### src/rtl/multi_tick_gen.sv
// N-channel programmable tick / square-wave generator with per-channel divisor, mode and enable.
// Define MULTI_TICK_GEN_CASCADE_EN to let channel k>0 count channel k-1's ticks instead of mclk.
module multi_tick_gen #(
    parameter int NCH = 4,
    parameter int CW = 24,
    parameter logic [NCH*CW-1:0] RST_DIV = {24'd20, 24'd10000000, 24'd1000000, 24'd100000},
    parameter logic [NCH-1:0] RST_MODE = '0,
    localparam int WW = (NCH > 1) ? $clog2(NCH) : 1
) (
    input  logic          mclk,
    input  logic          clr,
    input  logic [NCH-1:0] en,
    input  logic          wr_en,
    input  logic [WW-1:0] wr_ch,
    input  logic [CW-1:0] wr_div,
    input  logic          wr_mode,
    input  logic [NCH-1:0] casc,
    output logic [NCH-1:0] tick,
    output logic [NCH-1:0] sq,
    output logic [NCH-1:0] armed
);

    logic [CW-1:0]  div  [NCH];
    logic [CW-1:0]  cnt  [NCH];
    logic [CW-1:0]  last [NCH];
    logic [NCH-1:0] mode;
    logic [NCH-1:0] step;
    logic [NCH-1:0] adv;
    logic [NCH-1:0] term;
    logic [NCH-1:0] wr_hit;
    logic           unused_casc;

`ifdef MULTI_TICK_GEN_CASCADE_EN
    // A cascaded stage advances on the upstream terminal-count strobe, lagging it by one cycle.
    always_comb begin
        step = '1;
        for (int unsigned k = 1; k < NCH; k++) begin
            if (casc[k]) step[k] = tick[k-1];
        end
    end
    assign unused_casc = casc[0];
`else
    assign step        = '1;
    assign unused_casc = ^casc;
`endif

    always_comb begin
        adv    = '0;
        term   = '0;
        wr_hit = '0;
        for (int unsigned k = 0; k < NCH; k++) begin
            // div of 0 behaves as 1, so the terminal count is 0 in both cases.
            last[k]   = (div[k] == '0) ? '0 : div[k] - CW'(1);
            term[k]   = (cnt[k] == last[k]);
            adv[k]    = en[k] & armed[k] & step[k];
            wr_hit[k] = wr_en && (wr_ch == WW'(k));
        end
    end

    always_ff @(posedge mclk) begin
        if (clr) begin
            for (int unsigned k = 0; k < NCH; k++) begin
                div[k] <= RST_DIV[k*CW +: CW];
                cnt[k] <= '0;
            end
            mode  <= RST_MODE;
            tick  <= '0;
            sq    <= '0;
            armed <= '1;
        end else begin
            for (int unsigned k = 0; k < NCH; k++) begin
                if (wr_hit[k]) begin
                    div[k]   <= wr_div;
                    mode[k]  <= wr_mode;
                    cnt[k]   <= '0;
                    tick[k]  <= 1'b0;
                    sq[k]    <= 1'b0;
                    armed[k] <= 1'b1;
                end else if (adv[k]) begin
                    if (term[k]) begin
                        cnt[k]  <= '0;
                        tick[k] <= 1'b1;
                        sq[k]   <= ~sq[k];
                        if (mode[k]) armed[k] <= 1'b0;
                    end else begin
                        cnt[k]  <= cnt[k] + CW'(1);
                        tick[k] <= 1'b0;
                    end
                end else begin
                    tick[k] <= 1'b0;
                end
            end
        end
    end

endmodule

### config.mk
export PLATFORM = sky130hd
export DESIGN_NAME = multi_tick_gen
export DESIGN_NICKNAME = d
export VERILOG_FILES = /design/src/rtl/multi_tick_gen.sv
export SDC_FILE = /design/constraint.sdc
export NUM_CORES = 1
export LEC_CHECK = 0
export CAP_MARGIN = 5
export CORE_UTILIZATION = 35
export DETAILED_ROUTE_END_ITERATION = 7
export GPL_TIMING_DRIVEN = 0
export PLACE_DENSITY = 0.62
export REMOVE_ABC_BUFFERS = 1
export SYNTH_ARGS = -nofsm -noshare
export SYNTH_HDL_FRONTEND = slang
export SYNTH_SLANG_ARGS = --single-unit
### constraint.sdc
create_clock -name mclk -period 12.7 [get_ports mclk]
set_clock_uncertainty 0.2 [all_clocks]
set_input_delay 2.54 -clock mclk [delete_from_list [all_inputs] [get_ports mclk]]
set_output_delay 2.54 -clock mclk [all_outputs]
set_load 0.02 [all_outputs]
* After elaboration in Yosys (flattened, before gate mapping)
Memories as Yosys holds them, arrays and structs flattened.
Cells that the tools add are included.
** Cells by class
- Add/subtract/negate cells :: 8
- Equal/unequal tests :: 7
- Multiplexer cells :: 74
- Bitwise logic cells :: 24
- Reductions and logical operators :: 21
** Operator list (number)
- 2-to-1 mux 24 bit :: 20
- adder 24 x 1 -> 24 bit, second input constant :: 4
- == test 24 bit :: 4
- zero test 24 bit :: 4
- subtractor 24 x 1 -> 24 bit, second input constant :: 4
- 2-to-1 mux 1 bit :: 54
- OR 1 bit :: 16
- AND reduction 3 bit :: 4
- AND reduction 2 bit :: 4
- OR reduction 2 bit :: 4
- AND 1 bit :: 4
- == test 2 bit, second input constant :: 2
- logical AND 1 bit :: 4
- inverter 1 bit :: 4
- == test 2 x 1 -> 1 bit, second input constant :: 1
- zero test 2 bit :: 1
** Storage, ports and cells
- Register bits :: 16
- Memory bits (writable) :: 192
- Input bits :: 38
- Word-level logic and storage cells :: 149
- Memories :: 2
** Memories
- cnt :: words 4, bits a word 24, read ports 4, clocked after Yosys merged registers in 0, wr ports 4, line 24 : logic [CW-1:0] cnt [NCH];
- div :: words 4, bits a word 24, read ports 4, clocked after Yosys merged registers in 0, wr ports 4, line 23 : logic [CW-1:0] div [NCH];

* Longest topological paths before layout
An unclocked memory read counts as a cell.
- Depth after elaboration :: 11
- Gate-level depth with buffers :: 15
- Mapped depth without buffers :: 11

* Least setup slack after synthesis
OpenSTA, ideal clock, no wires.
- Path type :: input to register
- Start point :: input port wr_ch[1]
- End point :: memory cnt[2][6] (data pin)
- Setup time :: 138 ps
- Arrival time :: 4156 ps
- Required time :: 12362 ps
- Setup slack :: 8206 ps
- Cell stages on the path :: 7
- Cells stage by stage :: nor2b_1 a21oi_1 inv_1 or3_1 clkbuf_1 buf_2 nor2_1
** RTL lines
- start: declaration :: line 14 : input logic [WW-1:0] wr_ch,
- end: declaration :: line 24

==> results.md <==
* Die Ht at around 210 µm
* Later-pin clock latency in the skew report at ~530 ps
* Total core area at roughly 41000 µm²
* Final setup violation count at 0
* # DRC at 0
* CTS tree: done
* Final Hold Fails at 0
* Number of port buffers at 45
* Post-CTS Repair Setup Buffers at 0
* CTS Buf Count at 25
* Final nets at 1603
* CTS H-Tree Depth at 1
* Count of state elements after synthesis at about 210
* Starting density of the core at roughly 36%
* Root buf cell: clkbuf_16
* Std cell rows at 74
* Crit. Startpoint: wr_ch[1]
* Final antenna-violating net count at 0
* Top cell type by total area after synthesis: edfxtp_1
* I/O pins at 50
* Main synth FF type: edfxtp_1
* DP Wirelength at around 29000 µm
* Critical Path AT at about 5800 ps
* Top-area cell type share of the netlist area at 39.5%
* Slew headroom at 16.0%
* Gr usage total at ~18%
* Peak VDD IR at 0.0745 mV
* R2R Path Start: div[2][0]
* Layout cells sized above 1 at a little under 6%
* Vias in the first global route at 11200
* Final wirelength at ~38000 µm
* Tcrit/Tclk final at between 40% and 50%
* Area Growth Syn to Fin at 11.2%
* Most frequent cell after synthesis: edfxtp_1
* Max Root-Sink Buffers at 3
* Worst R2R Path Depth at 11
* Critical path launch point type: input port
* Hold Path Origin: mode[2]
* Syn Area/Cell at ~9.4 µm²
* Number of hold buffers added after cts at 0
* Diodes inserted at 0
* Final TNS setup at 0 ps
* Asr flop ratio synth at 0%
* Starting DRC count in detailed routing at around 740
* Die area at approximately 42000 µm²
* PostCTS Resize Cnt at 0
* Final Critical Period at 5580 ps
* Clock-pin slew on the worst setup and hold paths at ~60 ps
* Largest cells by area after synthesis: edfxtp_1 40%, xnor2_1 5.6%, nor2_1 4.8%
* Worst-case hold path end point: mode[2]
* R2r endpoint: cnt[2][12]
* Max-slew violations at 0
* Worst setup margin at roughly 7000 ps
* Gr ovfl total at 0
* Yosys Warn Count at 0
* Post-synthesis sequential area ratio at 41.7%
* WS Path Type: input port to register
* Number of synthesized flops with an enable pin at 192
* Dpl ws at 6490 ps
* Num Clock Sinks at 208
* Largest net degree at the start of global routing at 29
* Tightest Hold Check Type: register to register
* First-pass GRT wire length at slightly above 60000 µm
* Synthesized instance count at 1557
* Hold path depth at 1
* Die X at approximately 200 µm
* Fmax at 0.179 GHz
* Pwr Total at about 1.8 mW
* DR vias at between 10000 and 15000
* Post-Syn Area at between 10000 and 15000 µm²
* Worst Max-Slew Pin Slew at between 1000 and 1500 ps
* Synth unique cells at between 80 and 90
* Max-cap check violation count at 0
* Power density over the cells at between 100 and 150 nW/µm²
* Initial antenna violation count at 0
* P_leak at approximately 5.2 nW
* Synth top cells by count: 192 x edfxtp_1, 187 x nor2_1, 93 x xnor2_1
* Pre-Repair DR Iteration Count at 5
* Crit path required time at 12870 ps
* Worst setup EP type: register
* WL/cell at 18.1 µm
* Slack of the worst reg-to-reg path at approximately 7500 ps
* RD Place Congestion at 0.882
* RSZ-0062 raised after global routing: false
* CP max FO at 28
* Via density at roughly 5.6
* Status: finished clean
-- cell type report --
| type | instances | area, µm² |
|---|---|---|
| clock inverters | 19 | 153 |
| well taps | 532 | 666 |
| clock buffers | 26 | 629 |
| repair buffers | 48 | 484 |
| flip-flops and latches | 208 | 6090 |
| inverters | 46 | 173 |
| multi-input cells | 1228 | 8030 |
| fillers | 4055 | 24700 |
-- stage by stage --
step           instance area, µm²  std cells  util [%]  hold slack, ps
2_1_floorplan               14300       1482         -             241
3_3_place_gp                15400       2059      37.6             264
3_5_place_dp                15400       2062      37.7             262
4_1_cts                     16200       2107      39.6             282
5_1_grt                     16200       2107      39.6             294
6_report                    16200       2107      39.6             284
-- critical path, stage by stage --
cell and delay (ps):
clkdlybuf4s50_1 610, nor2b_1 240, a21oi_1 550, inv_1 650, or3_1 900, nor2_1 230
-- kinds of logic after synthesis --
group           after synthesis  synth area share [%]
simple gates                827                  31.6
compound gates              209                  10.4
flops                       208                  41.7
xor+xnor                    173                  11.5
buf+inv                     121                  3.29
mux                          11                 0.789
fa+ha+maj                     8                 0.686
-- metal layers --
| layer | GRT usage (%) | wire (µm) | vias up |
|---|---|---|---|
| met5 | 0 | 0 | - |
| met4 | 6.20 | 1090 | 0 |
| met3 | 2.00 | 1630 | 53 |
| met2 | 29.9 | 17700 | 266 |
| met1 | 24.8 | 17600 | 5683 |
| li1 | - | - | 5817 |
-- registers in the layout, summed over array words and instances (netlist names) --
name / flops
sq: 4
cnt: 96
tick: 4
div: 96
mode: 4
armed: 4
-- power by group --
group	internal, mW	total, mW	switching, mW
Clock	0.385	0.686	0.302
Combinational	0.111	0.242	0.131
Sequential	0.800	0.880	0.0801
-- cell usage in the layout, fill, tap and decap left out, types with 28 or more instances in the layout --
master / synthesis / layout
inv_1: 46 / 46
nand2b_1: 39 / 39
nand4_1: 43 / 43
nor2_1: 187 / 187
o21ai_0: 38 / 38
edfxtp_1: 192 / 192
nor3_1: 59 / 58
xor2_1: 68 / 68
a21oi_1: 28 / 28
xnor2_1: 93 / 93
or3_1: 31 / 31
nand2_1: 84 / 84
nor4_1: 47 / 47
or4_1: 36 / 36
clkdlybuf4s50_1: 0 / 45
nand3_1: 73 / 73
and3_1: 33 / 33
and2_1: 79 / 79
-- worst max path at each step --
| stage | slack, ps | cells after the start | end |
|---|---|---|---|
| CTS | 7060 | 6 | cnt[2][12] |
| global placement | 6620 | 6 | cnt[2][13] |
| floorplan | 8180 | 5 | cnt[2][10] |
| global route | 6810 | 6 | cnt[2][12] |
| finish | 7120 | 6 | cnt[2][12] |
| detailed placement | 6490 | 6 | cnt[2][1] |
No activity file was read; power rests on OpenSTA's default activity.
